--- src/rtl/octree_cmd_pkg.sv ---
// Shared op codes, Octree control codes and the command-master state encoding.
package octree_cmd_pkg;

  localparam logic [1:0] OP_NOP    = 2'b00;
  localparam logic [1:0] OP_SEARCH = 2'b01;
  localparam logic [1:0] OP_ADD    = 2'b10;
  localparam logic [1:0] OP_DEL    = 2'b11;

  localparam logic [2:0] CTRL_IDLE   = 3'b000;
  localparam logic [2:0] CTRL_SEARCH = 3'b001;
  localparam logic [2:0] CTRL_ADD    = 3'b010;
  localparam logic [2:0] CTRL_DEL    = 3'b011;

  typedef enum logic [3:0] {
    IDLE      = 4'd0,
    LOAD      = 4'd1,
    STREAM    = 4'd2,
    ISSUE     = 4'd3,
    WAIT_RDY  = 4'd4,
    PULSE     = 4'd5,
    WAIT_DONE = 4'd6,
    RESP      = 4'd7,
    GAP       = 4'd8
  } state_e;

  function automatic logic [2:0] op_to_ctrl(input logic [1:0] op);
    case (op)
      OP_SEARCH: return CTRL_SEARCH;
      OP_ADD:    return CTRL_ADD;
      OP_DEL:    return CTRL_DEL;
      default:   return CTRL_IDLE;
    endcase
  endfunction

endpackage

--- src/rtl/octree_feat_buf.sv ---
// Feature word buffer for add commands: filled word by word, then replayed in order.
module octree_feat_buf #(
  parameter int DATA_BUS_WIDTH = 64,
  parameter int FEATURE_LENTH  = 9
) (
  input  logic                      clk,
  input  logic                      rst,
  input  logic                      clr_i,
  input  logic                      wr_en_i,
  input  logic [DATA_BUS_WIDTH-1:0] wr_data_i,
  input  logic                      rd_en_i,
  output logic [DATA_BUS_WIDTH-1:0] rd_data_o,
  output logic                      wr_last_o,
  output logic                      rd_done_o
);

  localparam int IW = $clog2(FEATURE_LENTH + 1);
  localparam logic [IW-1:0] LAST_IDX = IW'(FEATURE_LENTH - 1);
  localparam logic [IW-1:0] LEN_IDX  = IW'(FEATURE_LENTH);

  logic [DATA_BUS_WIDTH-1:0] mem_q [FEATURE_LENTH];
  logic [IW-1:0]             wr_idx_q;
  logic [IW-1:0]             rd_idx_q;

  // Write/read index counters; both saturate at the buffer length.
  always_ff @(posedge clk or posedge rst) begin
    if (rst) begin
      wr_idx_q <= '0;
      rd_idx_q <= '0;
    end else if (clr_i) begin
      wr_idx_q <= '0;
      rd_idx_q <= '0;
    end else begin
      if (wr_en_i && (wr_idx_q != LEN_IDX)) wr_idx_q <= wr_idx_q + IW'(1);
      if (rd_en_i && (rd_idx_q != LEN_IDX)) rd_idx_q <= rd_idx_q + IW'(1);
    end
  end

  // Storage needs no reset: every word is written before it is replayed.
  always_ff @(posedge clk) begin
    if (wr_en_i && (wr_idx_q < LEN_IDX)) mem_q[wr_idx_q] <= wr_data_i;
  end

  always_comb begin
    rd_data_o = '0;
    if (rd_idx_q < LEN_IDX) rd_data_o = mem_q[rd_idx_q];
    else                    rd_data_o = '0;
  end

  assign wr_last_o = (wr_idx_q == LAST_IDX);
  assign rd_done_o = (rd_idx_q == LEN_IDX);

endmodule

--- src/rtl/octree_cmd_master.sv ---
// Host-command front end for the Octree engine: sequences search/add/delete
// through the Octree ctrl interface and returns one response per command.
module octree_cmd_master
  import octree_cmd_pkg::*;
#(
  parameter int DATA_WIDTH        = 16,
  parameter int DATA_BUS_WIDTH    = 64,
  parameter int DIMENTION         = 3,
  parameter int CONTROL_WIDTH     = 3,
  parameter int COUNTER_WIDTH     = 4,
  parameter int ENCODE_ADDR_WIDTH = 18,
  parameter int FEATURE_LENTH     = 9,
  parameter int TIMEOUT_CYCLES    = 4096
) (
  input  logic                            clk,
  input  logic                            rst,
  input  logic                            cmd_valid,
  output logic                            cmd_ready,
  input  logic [1:0]                      cmd_op,
  input  logic [ENCODE_ADDR_WIDTH-1:0]    cmd_pos,
  input  logic [COUNTER_WIDTH-1:0]        cmd_tree,
  input  logic [DIMENTION*DATA_WIDTH-1:0] cmd_cam,
  input  logic [DATA_WIDTH-1:0]           cmd_dist,
  input  logic [DATA_WIDTH-1:0]           cmd_s,
  input  logic                            feat_valid,
  output logic                            feat_ready,
  input  logic [DATA_BUS_WIDTH-1:0]       feat_data,
  output logic                            rsp_valid,
  input  logic                            rsp_ready,
  output logic                            rsp_err,
  output logic [DATA_BUS_WIDTH-1:0]       rsp_feature,
  output logic [CONTROL_WIDTH-1:0]        ctrl,
  output logic [ENCODE_ADDR_WIDTH-1:0]    pos_encode,
  output logic [COUNTER_WIDTH-1:0]        tree_num,
  output logic [DIMENTION*DATA_WIDTH-1:0] cam_pos,
  output logic [DATA_WIDTH-1:0]           dist_max,
  output logic [DATA_WIDTH-1:0]           s,
  output logic [DATA_BUS_WIDTH-1:0]       feature_in,
  output logic                            out_valid,
  input  logic                            out_ready,
  input  logic [DATA_BUS_WIDTH-1:0]       feature_out,
  input  logic                            search_done,
  input  logic                            del_done,
  input  logic                            add_done
);

  localparam int TW = $clog2(TIMEOUT_CYCLES + 1);
  localparam logic [TW-1:0] TMO_LAST = TW'(TIMEOUT_CYCLES - 1);

  state_e                            state_q, state_d;
  logic [1:0]                        op_q, op_nx;
  logic [TW-1:0]                     tmo_q;
  logic                              cmd_ready_q, feat_ready_q, out_valid_q;
  logic                              rsp_valid_q, rsp_err_q;
  logic [DATA_BUS_WIDTH-1:0]         rsp_feature_q, feature_in_q;
  logic [CONTROL_WIDTH-1:0]          ctrl_q;
  logic [ENCODE_ADDR_WIDTH-1:0]      pos_q;
  logic [COUNTER_WIDTH-1:0]          tree_q;
  logic [DIMENTION*DATA_WIDTH-1:0]   cam_q;
  logic [DATA_WIDTH-1:0]             dist_q, s_q;

  logic                              cmd_acc_s, feat_acc_s, tmo_hit_s, done_hit_s;
  logic                              err_s;
  logic [DATA_BUS_WIDTH-1:0]         feat_s;
  logic [2:0]                        ctrl_nx;
  logic                              buf_wr_last, buf_rd_done;
  logic [DATA_BUS_WIDTH-1:0]         buf_rd_data;

  octree_feat_buf #(
    .DATA_BUS_WIDTH (DATA_BUS_WIDTH),
    .FEATURE_LENTH  (FEATURE_LENTH)
  ) u_feat_buf (
    .clk       (clk),
    .rst       (rst),
    .clr_i     (state_q == IDLE),
    .wr_en_i   (feat_acc_s),
    .wr_data_i (feat_data),
    .rd_en_i   (state_d == STREAM),
    .rd_data_o (buf_rd_data),
    .wr_last_o (buf_wr_last),
    .rd_done_o (buf_rd_done)
  );

  assign cmd_acc_s  = (state_q == IDLE) && cmd_valid && cmd_ready_q;
  assign feat_acc_s = (state_q == LOAD) && feat_valid && feat_ready_q;
  assign tmo_hit_s  = (tmo_q == TMO_LAST);
  assign op_nx      = cmd_acc_s ? cmd_op : op_q;

  always_comb begin
    done_hit_s = 1'b0;
    case (op_q)
      OP_SEARCH: done_hit_s = search_done;
      OP_ADD:    done_hit_s = add_done;
      OP_DEL:    done_hit_s = del_done;
      default:   done_hit_s = 1'b0;
    endcase
  end

  // Next-state decode plus the error/feature value captured on entry to RESP.
  always_comb begin
    state_d = state_q;
    err_s   = 1'b0;
    feat_s  = '0;
    case (state_q)
      IDLE: begin
        if (cmd_acc_s) begin
          case (cmd_op)
            OP_ADD:            state_d = LOAD;
            OP_SEARCH, OP_DEL: state_d = ISSUE;
            default: begin
              state_d = RESP;
              err_s   = 1'b1;
            end
          endcase
        end else begin
          state_d = IDLE;
        end
      end
      LOAD:   if (feat_acc_s && buf_wr_last) state_d = STREAM; else state_d = LOAD;
      STREAM: if (buf_rd_done) state_d = WAIT_DONE; else state_d = STREAM;
      ISSUE:  state_d = (op_q == OP_SEARCH) ? WAIT_RDY : WAIT_DONE;
      WAIT_RDY: begin
        if (out_ready) begin
          state_d = PULSE;
        end else if (tmo_hit_s) begin
          state_d = RESP;
          err_s   = 1'b1;
        end else begin
          state_d = WAIT_RDY;
        end
      end
      PULSE: state_d = WAIT_DONE;
      WAIT_DONE: begin
        // A real completion wins over a timeout landing on the same cycle.
        if (done_hit_s) begin
          state_d = RESP;
          feat_s  = (op_q == OP_SEARCH) ? feature_out : '0;
        end else if (tmo_hit_s) begin
          state_d = RESP;
          err_s   = 1'b1;
        end else begin
          state_d = WAIT_DONE;
        end
      end
      RESP:    if (rsp_ready) state_d = GAP; else state_d = RESP;
      GAP:     state_d = IDLE;
      default: state_d = IDLE;
    endcase
  end

  always_comb begin
    ctrl_nx = CTRL_IDLE;
    case (state_d)
      STREAM:                           ctrl_nx = CTRL_ADD;
      ISSUE, WAIT_RDY, PULSE, WAIT_DONE: ctrl_nx = op_to_ctrl(op_nx);
      default:                          ctrl_nx = CTRL_IDLE;
    endcase
  end

  // State register and all host/Octree outputs, registered from the next state.
  always_ff @(posedge clk or posedge rst) begin
    if (rst) begin
      state_q       <= IDLE;
      op_q          <= OP_NOP;
      tmo_q         <= '0;
      cmd_ready_q   <= 1'b0;
      feat_ready_q  <= 1'b0;
      out_valid_q   <= 1'b0;
      ctrl_q        <= '0;
      feature_in_q  <= '0;
      rsp_valid_q   <= 1'b0;
      rsp_err_q     <= 1'b0;
      rsp_feature_q <= '0;
      pos_q         <= '0;
      tree_q        <= '0;
      cam_q         <= '0;
      dist_q        <= '0;
      s_q           <= '0;
    end else begin
      state_q      <= state_d;
      cmd_ready_q  <= (state_d == IDLE);
      feat_ready_q <= (state_d == LOAD);
      out_valid_q  <= (state_d == PULSE);
      ctrl_q       <= CONTROL_WIDTH'(ctrl_nx);
      feature_in_q <= (state_d == STREAM) ? buf_rd_data : '0;
      // Counts consecutive cycles in a wait state; any state change restarts it.
      if (((state_d == WAIT_RDY) || (state_d == WAIT_DONE)) && (state_d == state_q))
        tmo_q <= tmo_q + TW'(1);
      else
        tmo_q <= '0;
      if (cmd_acc_s) begin
        op_q   <= cmd_op;
        pos_q  <= cmd_pos;
        tree_q <= cmd_tree;
        cam_q  <= cmd_cam;
        dist_q <= cmd_dist;
        s_q    <= cmd_s;
      end else if (state_d == IDLE) begin
        op_q   <= OP_NOP;
        pos_q  <= '0;
        tree_q <= '0;
        cam_q  <= '0;
        dist_q <= '0;
        s_q    <= '0;
      end else begin
        op_q <= op_q;
      end
      if ((state_d == RESP) && (state_q != RESP)) begin
        rsp_valid_q   <= 1'b1;
        rsp_err_q     <= err_s;
        rsp_feature_q <= feat_s;
      end else if (state_d != RESP) begin
        rsp_valid_q   <= 1'b0;
        rsp_err_q     <= 1'b0;
        rsp_feature_q <= '0;
      end else begin
        rsp_valid_q <= rsp_valid_q;
      end
    end
  end

  assign cmd_ready   = cmd_ready_q;
  assign feat_ready  = feat_ready_q;
  assign out_valid   = out_valid_q;
  assign ctrl        = ctrl_q;
  assign feature_in  = feature_in_q;
  assign rsp_valid   = rsp_valid_q;
  assign rsp_err     = rsp_err_q;
  assign rsp_feature = rsp_feature_q;
  assign pos_encode  = pos_q;
  assign tree_num    = tree_q;
  assign cam_pos     = cam_q;
  assign dist_max    = dist_q;
  assign s           = s_q;

endmodule

--- config.mk ---
export PLATFORM = sky130hd
export DESIGN_NAME = octree_cmd_master
export DESIGN_NICKNAME = d
export VERILOG_FILES = /design/src/rtl/octree_cmd_pkg.sv /design/src/rtl/octree_feat_buf.sv /design/src/rtl/octree_cmd_master.sv
export SDC_FILE = /design/constraint.sdc
export NUM_CORES = 1
export LEC_CHECK = 0
export CORE_MARGIN = 3
export CORE_UTILIZATION = 51
export CTS_BUF_LIST = sky130_fd_sc_hd__clkbuf_8
export DETAILED_ROUTE_END_ITERATION = 7
export PLACE_DENSITY = 0.76
export SYNTH_ARGS = -nofsm -noshare
export SYNTH_HDL_FRONTEND = slang
export SYNTH_SLANG_ARGS = --single-unit
--- constraint.sdc ---
create_clock -name clk -period 9.4 [get_ports clk]
set_clock_uncertainty 0.2 [all_clocks]
set_input_delay 2.35 -clock clk [delete_from_list [all_inputs] [get_ports clk]]
set_output_delay 2.35 -clock clk [all_outputs]
set_load 0.01 [all_outputs]
==> flow_summary.toml, run 1 <==
[sta]
rsz0062_at_grt = "false"
period_share = 0.5733
final-setup-viol-count = 0
hold_viol = 0
worst_pin_slew_ns = 1.212
relSlewSlack = 0.1918
fin_tns_setup_ns = 0
max_freq_mhz = 185.5
fin_crit_ns = 5.389
final_max_slew_viol_count = 0

[critical_path]
worstSetupEndpointType = "flip-flop"
worstSetupPathType = "input port to flip-flop"
cpMostUsedCell = "buf_4"
arrival_ns = 5.79
crit_slowest_cell = "buf_4"
crit_path_max_incr_delay_ns = 0.65
worst-path-buf-inv = 4
cp_max_fo = 107
worstPathRequired_ns = 9.80
path_delay_family = "buffers and inverters"
cp-start-kind = "input port"
path_cells = "clkdlybuf4s50_1 -> and3_4 -> buf_4 -> a221oi_2 -> nand2_2 -> nor3_4 -> buf_4 -> buf_4 -> o21ai_0"

[yosys]
synth.top_cells.by_area = "edfxtp_1 (54%), dfrtp_1 (21%), mux4_2 (9.0%), nand2_1 (2.6%), mux2i_1 (2.1%)"
syn-cell-area_mm2 = 0.03190
synth_top_cell_by_area = "edfxtp_1"
ys_seq_area_frac = 0.7492
syn_avg_cell_area_um2 = 17.02
syn-instance-count = 1874
yosysWarningCount = 0
synthDistinctLibCells = 53
synth.net_count = 2123
synth_seq_cells = 840
synth_async_sr_flop_share = 0.3143
yosysTopAreaCellShare = 0.5422
synth_edf_count = 576
ys.flop_type = "edfxtp_1"

[detailed_routing]
vias = 18490
wl_per_cell_um = 23.93
routed_wl_um = 79970
drtPass1Iterations = 5
viasPerCell = 5.535
ant_nets = 0
first_iter_violations = 1903
drc = 0

[clocking]
cts_root_buffer = "clkbuf_8"
clock_path_buffers = 3
cts_buffers = 138
clock-sinks = 840
cts-resized-gates = 0
hold_buffers = 0
postCtsSetupBuffers = 0
cts_tree = "yes"
h-tree-depth = 4
clock_latency_ns = 0.78
clk_pin_slew_worst_paths_ns = 0.06

[power]
p_sw_mw = 3.081
power.internal_mw = 7.099
p_sw_frac = 0.3026
power_frac_comb = 0.266
clkPwrFrac = 0.292
seqPwrFrac = 0.442
power_density_mw_per_mm2 = 254.6
power_leakage_nw = 14.46
ir_worst_vdd_mv = 0.1785
finalPower_mw = 10.18

[finish]
drive_above_1_share = 0.1609
fin_cells = 3341
nFillCells = 4335
synthToLayoutAreaGrowth_pct = 25.34
layout.nets = 2644

[placement]
placed_cells = 3092
gp_congestion = 0.9607
dp_hpwl_um = 49390
io_buffer_count = 477

[global_routing]
antenna_found_initial = 11
grtUsageTotal = 0.2475
overflow = 0
grt_max_degree = 153
grt_first_pass_wirelength_um = 122000
grt_pass1_vias = 19280

[floorplanning]
io_pins = 479
dieArea_mm2 = 0.06559
chipWidth_um = 256.1
dieHeight_um = 256.1
core-area_mm2 = 0.06183
row_count = 91
floorplan.initialDensity = 0.5160

[job]
timing.max_cap.violations = 0

[status]
status = "finished clean"

[worst_hold_path]
worst_hold_path_type = "flip-flop to flip-flop"
worst register-to-register path, delay by kind of cell, from the launching register on:
kind / cells / cell delay [ns]
buffers and inverters: 3 / 1.50
and+or+nand+nor: 4 / 1.39
AOI/OAI and AO/OA: 2 / 0.59
DFF: 1 / 0.56
Yosys cell counts (3+ instances only):
| library cell | n |
|---|---|
| a21oi_1 | 71 |
| a22o_1 | 64 |
| and2_1 | 7 |
| and3_1 | 5 |
| buf_1 | 7 |
| buf_12 | 5 |
| buf_2 | 12 |
| buf_4 | 4 |
| buf_6 | 8 |
| clkbuf_1 | 73 |
| clkbuf_2 | 5 |
| dfrtp_1 | 264 |
| edfxtp_1 | 576 |
| ha_1 | 8 |
| inv_1 | 11 |
| mux2i_1 | 68 |
| mux4_2 | 128 |
| nand2_1 | 222 |
| nand3_1 | 9 |
| nand4_1 | 6 |
| nand4b_1 | 3 |
| nor2_1 | 158 |
| o21ai_0 | 62 |
| o21ai_2 | 48 |
| or3_1 | 3 |
| xnor2_1 | 5 |
| xor2_1 | 7 |
per-stage QoR:
| step | utilization | area (um^2) | worst slack [ns] | hold WS (ns) |
|---|---|---|---|---|
| floorplan | - | 31920 | 2.600 | 0.2245 |
| global placement | 0.6047 | 37390 | 3.260 | 0.2345 |
| detailed placement | 0.6047 | 37390 | 3.160 | 0.2437 |
| CTS | 0.6466 | 39970 | 3.993 | 0.2523 |
| global route | 0.6466 | 39980 | 3.818 | 0.2729 |
| finish | 0.6468 | 39990 | 4.011 | 0.2518 |
flip-flops by register name, summed over array words and instances, names as in the netlist:
name / cells
u_feat_buf.mem_q: 576
feature_in: 64
out_valid: 1
dist_max: 16
rsp_err: 1
state_q: 4
cmd_ready: 1
u_feat_buf.rd_idx_q: 4
op_q: 2
feat_ready: 1
rsp_valid: 1
rsp_feature: 64
s: 16
tree_num: 4
ctrl: 2
tmo_q: 13
u_feat_buf.wr_idx_q: 4
cam_pos: 48
pos_encode: 18
logic make-up after synthesis:
group,count (synthesis),synth area share
other,1,0.0001175
buffers and inverters,125,0.02028
adder cells (fa/ha/maj),8,0.003138
XOR/XNOR,12,0.003294
flip-flops,840,0.7492
AO/OA/AOI/OAI,257,0.05514
multiplexers,196,0.1117
AND/OR/NAND/NOR,435,0.05710
path summary, 6_finish.rpt:
| path | start | to | slack (ns) | depth (start not counted) |
|---|---|---|---|---|
| max | cmd_valid | tree_num[3] | 4.01 | 9 |
| min in group asynchronous | rst | cam_pos[8] | 1.84 | 2 |
| max reg2reg | state_q[1] | tree_num[3] | 5.07 | 9 |
| min reg2reg | tmo_q[0] | tmo_q[0] | 0.25 | 1 |
| max in group asynchronous | rst | rsp_feature[2] | 5.40 | 4 |
| min | tmo_q[0] | tmo_q[0] | 0.25 | 1 |
placed cells by master (no fill, tap or decap), drive strengths merged, types with 64 or more instances in the layout:
| cell | n |
|---|---|
| edfxtp | 576 |
| clkdlybuf4s50 | 477 |
| dfrtp | 264 |
| nand2 | 223 |
| nor2 | 158 |
| clkbuf | 149 |
| mux4 | 128 |
| o21ai | 110 |
| a21oi | 72 |
| mux2i | 68 |
| inv | 66 |
| a22o | 64 |
layer usage:
metal | global-route usage | part of all wire | vias to the layer above
met1 | 0.3168 | 0.39 | 9509
li1 | - | - | 8144
met4 | 0.09455 | 0.030 | 10
met2 | 0.4071 | 0.51 | 688
met5 | 0 | 0.00086 | -
met3 | 0.06797 | 0.071 | 143
layout make-up:
type                            instances  area, um^2  area share
Sequential cell                       840       23920      0.5982
Multi-Input combinational cell        909        7442      0.1861
Timing Repair Buffer                  495        4935      0.1234
Clock buffer                          149        2051     0.05129
Tap cell                              837        1047     0.02619
Clock inverter                         95       535.5     0.01339
Inverter                               11       45.04    0.001126
Antenna cell                            5       12.51   0.0003129
power groups by stage:
| stage | combinational [mW] | sequential, mW | clock (mW) |
|---|---|---|---|
| floorplan | 1.70 | 4.58 | 0 |
| global placement | 2.70 | 4.58 | 0 |
| detailed placement | 2.75 | 4.58 | 0 |
| CTS | 2.77 | 4.51 | 3.05 |
| global route | 2.96 | 4.54 | 3.22 |
| finish | 2.71 | 4.50 | 2.97 |
Note: power is estimated with default switching activity, not from simulation.
==> run 2, diff against run 1 <==
--- a/config.mk
+++ b/config.mk
@@ -6,10 +6,10 @@
 export NUM_CORES = 1
 export LEC_CHECK = 0
 export CORE_MARGIN = 3
-export CORE_UTILIZATION = 51
+export CORE_UTILIZATION = 56
 export CTS_BUF_LIST = sky130_fd_sc_hd__clkbuf_8
 export DETAILED_ROUTE_END_ITERATION = 7
-export PLACE_DENSITY = 0.76
+export PLACE_DENSITY = 0.79
 export SYNTH_ARGS = -nofsm -noshare
 export SYNTH_HDL_FRONTEND = slang
 export SYNTH_SLANG_ARGS = --single-unit
==> constraint.sdc (replaced) <==
create_clock -name clk -period 5.15 [get_ports clk]
set_clock_uncertainty 0.2 [all_clocks]
set_input_delay 1.2875 -clock clk [delete_from_list [all_inputs] [get_ports clk]]
set_output_delay 1.2875 -clock clk [all_outputs]
set_load 0.01 [all_outputs]
==> run 2 against run 1 <==
Effect of this change: global-route usage up 2.9 points; combinational power up 85%; clock power increased by 89%; first-iteration DRC count down 17%; final area increased by 0.43%; routed wire length rose by 1.8%; non-clock buffer count increased by 9; sequential share of layout area shrank 0.26 points; via count increased by 2.0%; critical path type is now flip-flop to flip-flop; largest power group unchanged; highest routed layer unchanged.
==> flow_summary.toml, run 2 (synthesized netlist as in run 1, its figures left out) <==
[sta]
fin_hold_ws_ns = 0.2519
rsz0062_at_grt = "false"
final_max_slew_viol_count = 0
period_share = 0.6845
max_freq_mhz = 283.7
relSlewSlack = 0.2979
hold_viol = 0
fin_tns_setup_ns = 0
worst_pin_slew_ns = 1.053
final-setup-viol-count = 0
fin_crit_ns = 3.525

[finish]
mostFrequentLayoutCells = "edfxtp_1 (576), clkdlybuf4s50_1 (477), dfrtp_1 (260)"
nFillCells = 3389
fin_cells = 3263
layout_commonest_cell = "edfxtp_1"
layout.nets = 2648
top_register = "u_feat_buf.mem_q"
synthToLayoutAreaGrowth_pct = 25.87
largest_register_ffs = 576
drive_above_1_share = 0.1659
design_area_mm2 = 0.04016

[global_routing]
antenna_found_initial = 16
overflow = 0
grt_pass1_vias = 19390
grt_max_degree = 134
grt_first_pass_wirelength_um = 122600
grtUsageTotal = 0.2764

[power]
ir_worst_vdd_mv = 0.4917
seqPwrFrac = 0.437
power.internal_mw = 13.17
p_sw_mw = 5.718
power_density_mw_per_mm2 = 470.3
clkPwrFrac = 0.298
p_sw_frac = 0.3027
power_frac_comb = 0.265
finalPower_mw = 18.89
power_leakage_nw = 14.55

[clocking]
clock_path_buffers = 3
h-tree-depth = 4
clock_latency_ns = 0.79
clk_pin_slew_worst_paths_ns = 0.06
cts_buffers = 133
hold_buffers = 0
cts_root_buffer = "clkbuf_8"
postCtsSetupBuffers = 0
cts-resized-gates = 0
clock-sinks = 840
cts_tree = "yes"

[floorplanning]
dieArea_mm2 = 0.05987
io_pins = 479
row_count = 86
chipWidth_um = 244.7
core-area_mm2 = 0.05574
dieHeight_um = 244.7
floorplan.initialDensity = 0.5724

[job]
timing.max_cap.violations = 0

[status]
status = "finished clean"

[critical_path]
crit_slowest_cell = "nor4_4"
crit_path_max_incr_delay_ns = 0.74
path_cells = "nor4_4 -> nand3_4 -> nor3_1 -> nor2_1 -> nand4b_1 -> buf_4 -> nor2_1"
worstPathRequired_ns = 5.53
cpMostUsedCell = "nor2_1"
r2r_cells = 7
worstSetupEndpointType = "flip-flop"
reg2reg_slack_ns = 1.63
cp-start-kind = "flip-flop"
cp_max_fo = 64
arrival_ns = 3.91
worstSetupPathType = "flip-flop to flip-flop"

[placement]
gp_congestion = 0.9375
placed_cells = 3012
dp_hpwl_um = 52460
io_buffer_count = 477
place_area_mm2 = 0.03744

[detailed_routing]
drtPass1Iterations = 5
drc = 0
first_iter_violations = 1582
vias = 18870
routed_wl_um = 81420
viasPerCell = 5.783
ant_nets = 0
wl_per_cell_um = 24.95

[worst_hold_path]
hold_depth = 1
worst_hold_path_type = "flip-flop to flip-flop"
## run 2: cell type report
class	instances	area, um^2	area share
Sequential cell	840	23920	0.5956
Clock inverter	96	659.4	0.01642
Clock buffer	148	2037	0.05072
Timing Repair Buffer	504	5102	0.1271
Tap cell	748	935.9	0.02331
Multi-Input combinational cell	909	7442	0.1853
Antenna cell	7	17.52	0.0004362
Inverter	11	45.04	0.001122
## run 2: final timing paths
| kind | from | endpoint |
|---|---|---|
| worst min register to register | tmo_q[0] | tmo_q[0] |
| worst max register to register | state_q[1] | feature_in[21] |
| max in group asynchronous | rst | tree_num[2] |
| worst max-delay path | state_q[1] | feature_in[21] |
| min in group asynchronous | rst | rsp_feature[36] |
| worst min-delay path | tmo_q[0] | tmo_q[0] |
## run 2: worst max-delay path, delay by kind of cell (launching register included)
kind	cells	cell delay (ns)
and+or+nand+nor	6	1.83
buffers and inverters	1	0.68
DFF	1	0.56
## run 2: stage by stage
stage,util,setup slack (ns)
floorplan,-,-0.5873
global placement,0.6718,1.189
detailed placement,0.6718,1.096
CTS,0.7201,1.655
global route,0.7205,1.397
finish,0.7205,1.625
## run 2: layer usage
layer | up-vias | track usage | share of wire
met5 | - | 0 | 0.00084
met4 | 12 | 0.1490 | 0.052
met3 | 177 | 0.07975 | 0.079
met2 | 810 | 0.4344 | 0.49
met1 | 9699 | 0.3530 | 0.38
li1 | 8171 | - | -
## run 2: power groups by stage
stage / logic [mW] / registers [mW] / clock network (mW)
finish: 5.01 / 8.25 / 5.62
global placement: 4.96 / 8.37 / 0
CTS: 5.08 / 8.26 / 5.76
floorplan: 3.11 / 8.36 / 0
detailed placement: 5.05 / 8.39 / 0
global route: 5.43 / 8.32 / 6.06
==> run 3, diff against run 2 <==
--- a/config.mk
+++ b/config.mk
@@ -6,10 +6,10 @@
 export NUM_CORES = 1
 export LEC_CHECK = 0
 export CORE_MARGIN = 3
-export CORE_UTILIZATION = 56
+export CORE_UTILIZATION = 51
 export CTS_BUF_LIST = sky130_fd_sc_hd__clkbuf_8
 export DETAILED_ROUTE_END_ITERATION = 7
-export PLACE_DENSITY = 0.79
+export PLACE_DENSITY = 0.76
 export SYNTH_ARGS = -nofsm -noshare
 export SYNTH_HDL_FRONTEND = slang
 export SYNTH_SLANG_ARGS = --single-unit
==> constraint.sdc (replaced) <==
create_clock -name clk -period 2.9 [get_ports clk]
set_clock_uncertainty 0.2 [all_clocks]
set_input_delay 0.725 -clock clk [delete_from_list [all_inputs] [get_ports clk]]
set_output_delay 0.725 -clock clk [all_outputs]
set_load 0.01 [all_outputs]
==> run 3 against run 2 <==
Effect of this change: non-clock buffer count rose by 69; sequential share of layout area decreased by 1.6 points; critical path depth fell by 6; hold slack gained 0.014 ns; critical endpoint is now s[6]; largest power group unchanged; clock power rose by 78%.
==> flow_summary.toml, run 3 (synthesized netlist as in run 1, its figures left out) <==
[status]
status = "finished clean"

[critical_path]
worstPathRequired_ns = 1.98
reg2reg_from = "u_feat_buf.wr_idx_q[0]"
reg2reg_slack_ns = 0.20
worst-path-buf-inv = 1
worstSetupEndpointType = "output pin"
worstSetupPathType = "flip-flop to output pin"
arrival_ns = 1.87
cp-startpoint = "s[6]"
cp-start-kind = "flip-flop"
r2r_cells = 10
crit_slowest_cell = "clkdlybuf4s50_1"
crit_path_max_incr_delay_ns = 0.70
r2r_end = "feature_in[47]"
path_delay_family = "buffers and inverters"
cp_max_fo = 2
path_cells = "clkdlybuf4s50_1"

[finish]
layout_commonest_cell = "edfxtp_1"
mostFrequentLayoutCells = "edfxtp_1 (576), clkdlybuf4s50_1 (475), dfrtp_1 (260)"
layout.nets = 2722
fin_cells = 3434
fin_util = 0.6671
synthToLayoutAreaGrowth_pct = 29.28
drive_above_1_share = 0.1929
largest_register_ffs = 576
top_register = "u_feat_buf.mem_q"

[clocking]
clock_latency_ns = 0.78
cts_tree = "yes"
clk_pin_slew_worst_paths_ns = 0.06
clock_path_buffers = 3
h-tree-depth = 4
cts_root_buffer = "clkbuf_8"
cts_buffers = 138
clock-sinks = 840

[floorplanning]
floorplan.initialDensity = 0.5160
row_count = 91
core-area_mm2 = 0.06183
io_pins = 479
chipWidth_um = 256.1
dieArea_mm2 = 0.06559
dieHeight_um = 256.1

[global_routing]
grt_use_met2 = 0.4220
overflow = 0
grt_max_degree = 105
grtUsageTotal = 0.2558
antenna_found_initial = 15
grt_pass1_vias = 19720
use_met3 = 0.06738
grt_use_met1 = 0.3200
busiest_layer = "met2"
grt_first_pass_wirelength_um = 125100

[detailed_routing]
viasPerCell = 5.520
drtPass1Iterations = 5
routed_wl_um = 82810
wl_per_cell_um = 24.11
ant_nets = 0
vias = 18960
drc = 0
first_iter_violations = 1518

[sta]
final-setup-viol-count = 0
worst_pin_slew_ns = 0.8506
final_max_slew_viol_count = 0
fin_tns_setup_ns = 0
relSlewSlack = 0.4330
period_share = 0.9626
fin_crit_ns = 2.792
hold_viol = 0
max_freq_mhz = 358.2
rsz0062_at_grt = "false"

[placement]
dp_hpwl_um = 53840
gp_congestion = 0.9831
placed_cells = 3169
io_buffer_count = 477

[power]
ir_worst_vdd_mv = 0.5973
power_density_mw_per_mm2 = 838.0
power_leakage_nw = 15.10

[worst_hold_path]
hp-start = "tmo_q[0]"
hold_depth = 1
worst_hold_path_type = "flip-flop to flip-flop"
min_to = "tmo_q[0]"

[job]
timing.max_cap.violations = 0
-- run 3: cell type report --
| cell class | instances | area [um^2] |
|---|---|---|
| multi-input cells | 909 | 7480 |
| repair buffers | 573 | 5983 |
| inverters | 11 | 45.04 |
| well taps | 837 | 1047 |
| flip-flops and latches | 840 | 23920 |
| diodes | 10 | 25.02 |
| clock buffers | 159 | 2188 |
| clock inverters | 95 | 558.0 |
| fillers | 4186 | 20580 |
-- run 3: how the worst max path moves through the flow --
stage / end / slack [ns] / cells after the start
after global placement: u_feat_buf.rd_idx_q[0] / -0.02 / 8
after detailed placement: cam_pos[4] / -0.06 / 8
after CTS: rsp_valid / 0.01 / 1
after floorplan: cam_pos[0] / -1.51 / 1
after global routing: s[6] / 0.05 / 1
final: s[6] / 0.11 / 1
-- run 3: per-layer routing --
metal	share of wire	vias to the layer above	routed length, um
li1	-	8316	-
met1	0.38	9777	31740
met2	0.51	704	41860
met3	0.070	147	5777
met4	0.040	12	3341
met5	0.0011	-	87
-- run 3: per-stage QoR --
step	worst slack [ns]	power [mW]	hold WS, ns	cell area (um^2)
after floorplan	-1.509	20.63	0.2245	32050
after global placement	-0.02126	24.66	0.2391	38470
after detailed placement	-0.05605	24.90	0.2532	38470
after CTS	0.01302	34.98	0.2090	41220
after global routing	0.05426	36.29	0.2483	41230
final	0.1084	34.56	0.2658	41240
-- run 3: what timing repair did --
item | 4_1_cts | 5_1_grt
hold buffers | 1 | 0
gates resized for setup | 2 | 1
hold endpoints to repair | 4 | 0
setup buffers | 0 | 0
endpoints found under the setup margin | 2 | 1
-- run 3: report_power, final --
part | internal [mW] | total, mW | switching (mW) | leakage, nW
sequential | 13.8 | 14.4 | 0.590 | 8.77
combinational | 4.97 | 10.2 | 5.21 | 4.76
clock | 5.22 | 9.99 | 4.77 | 1.58
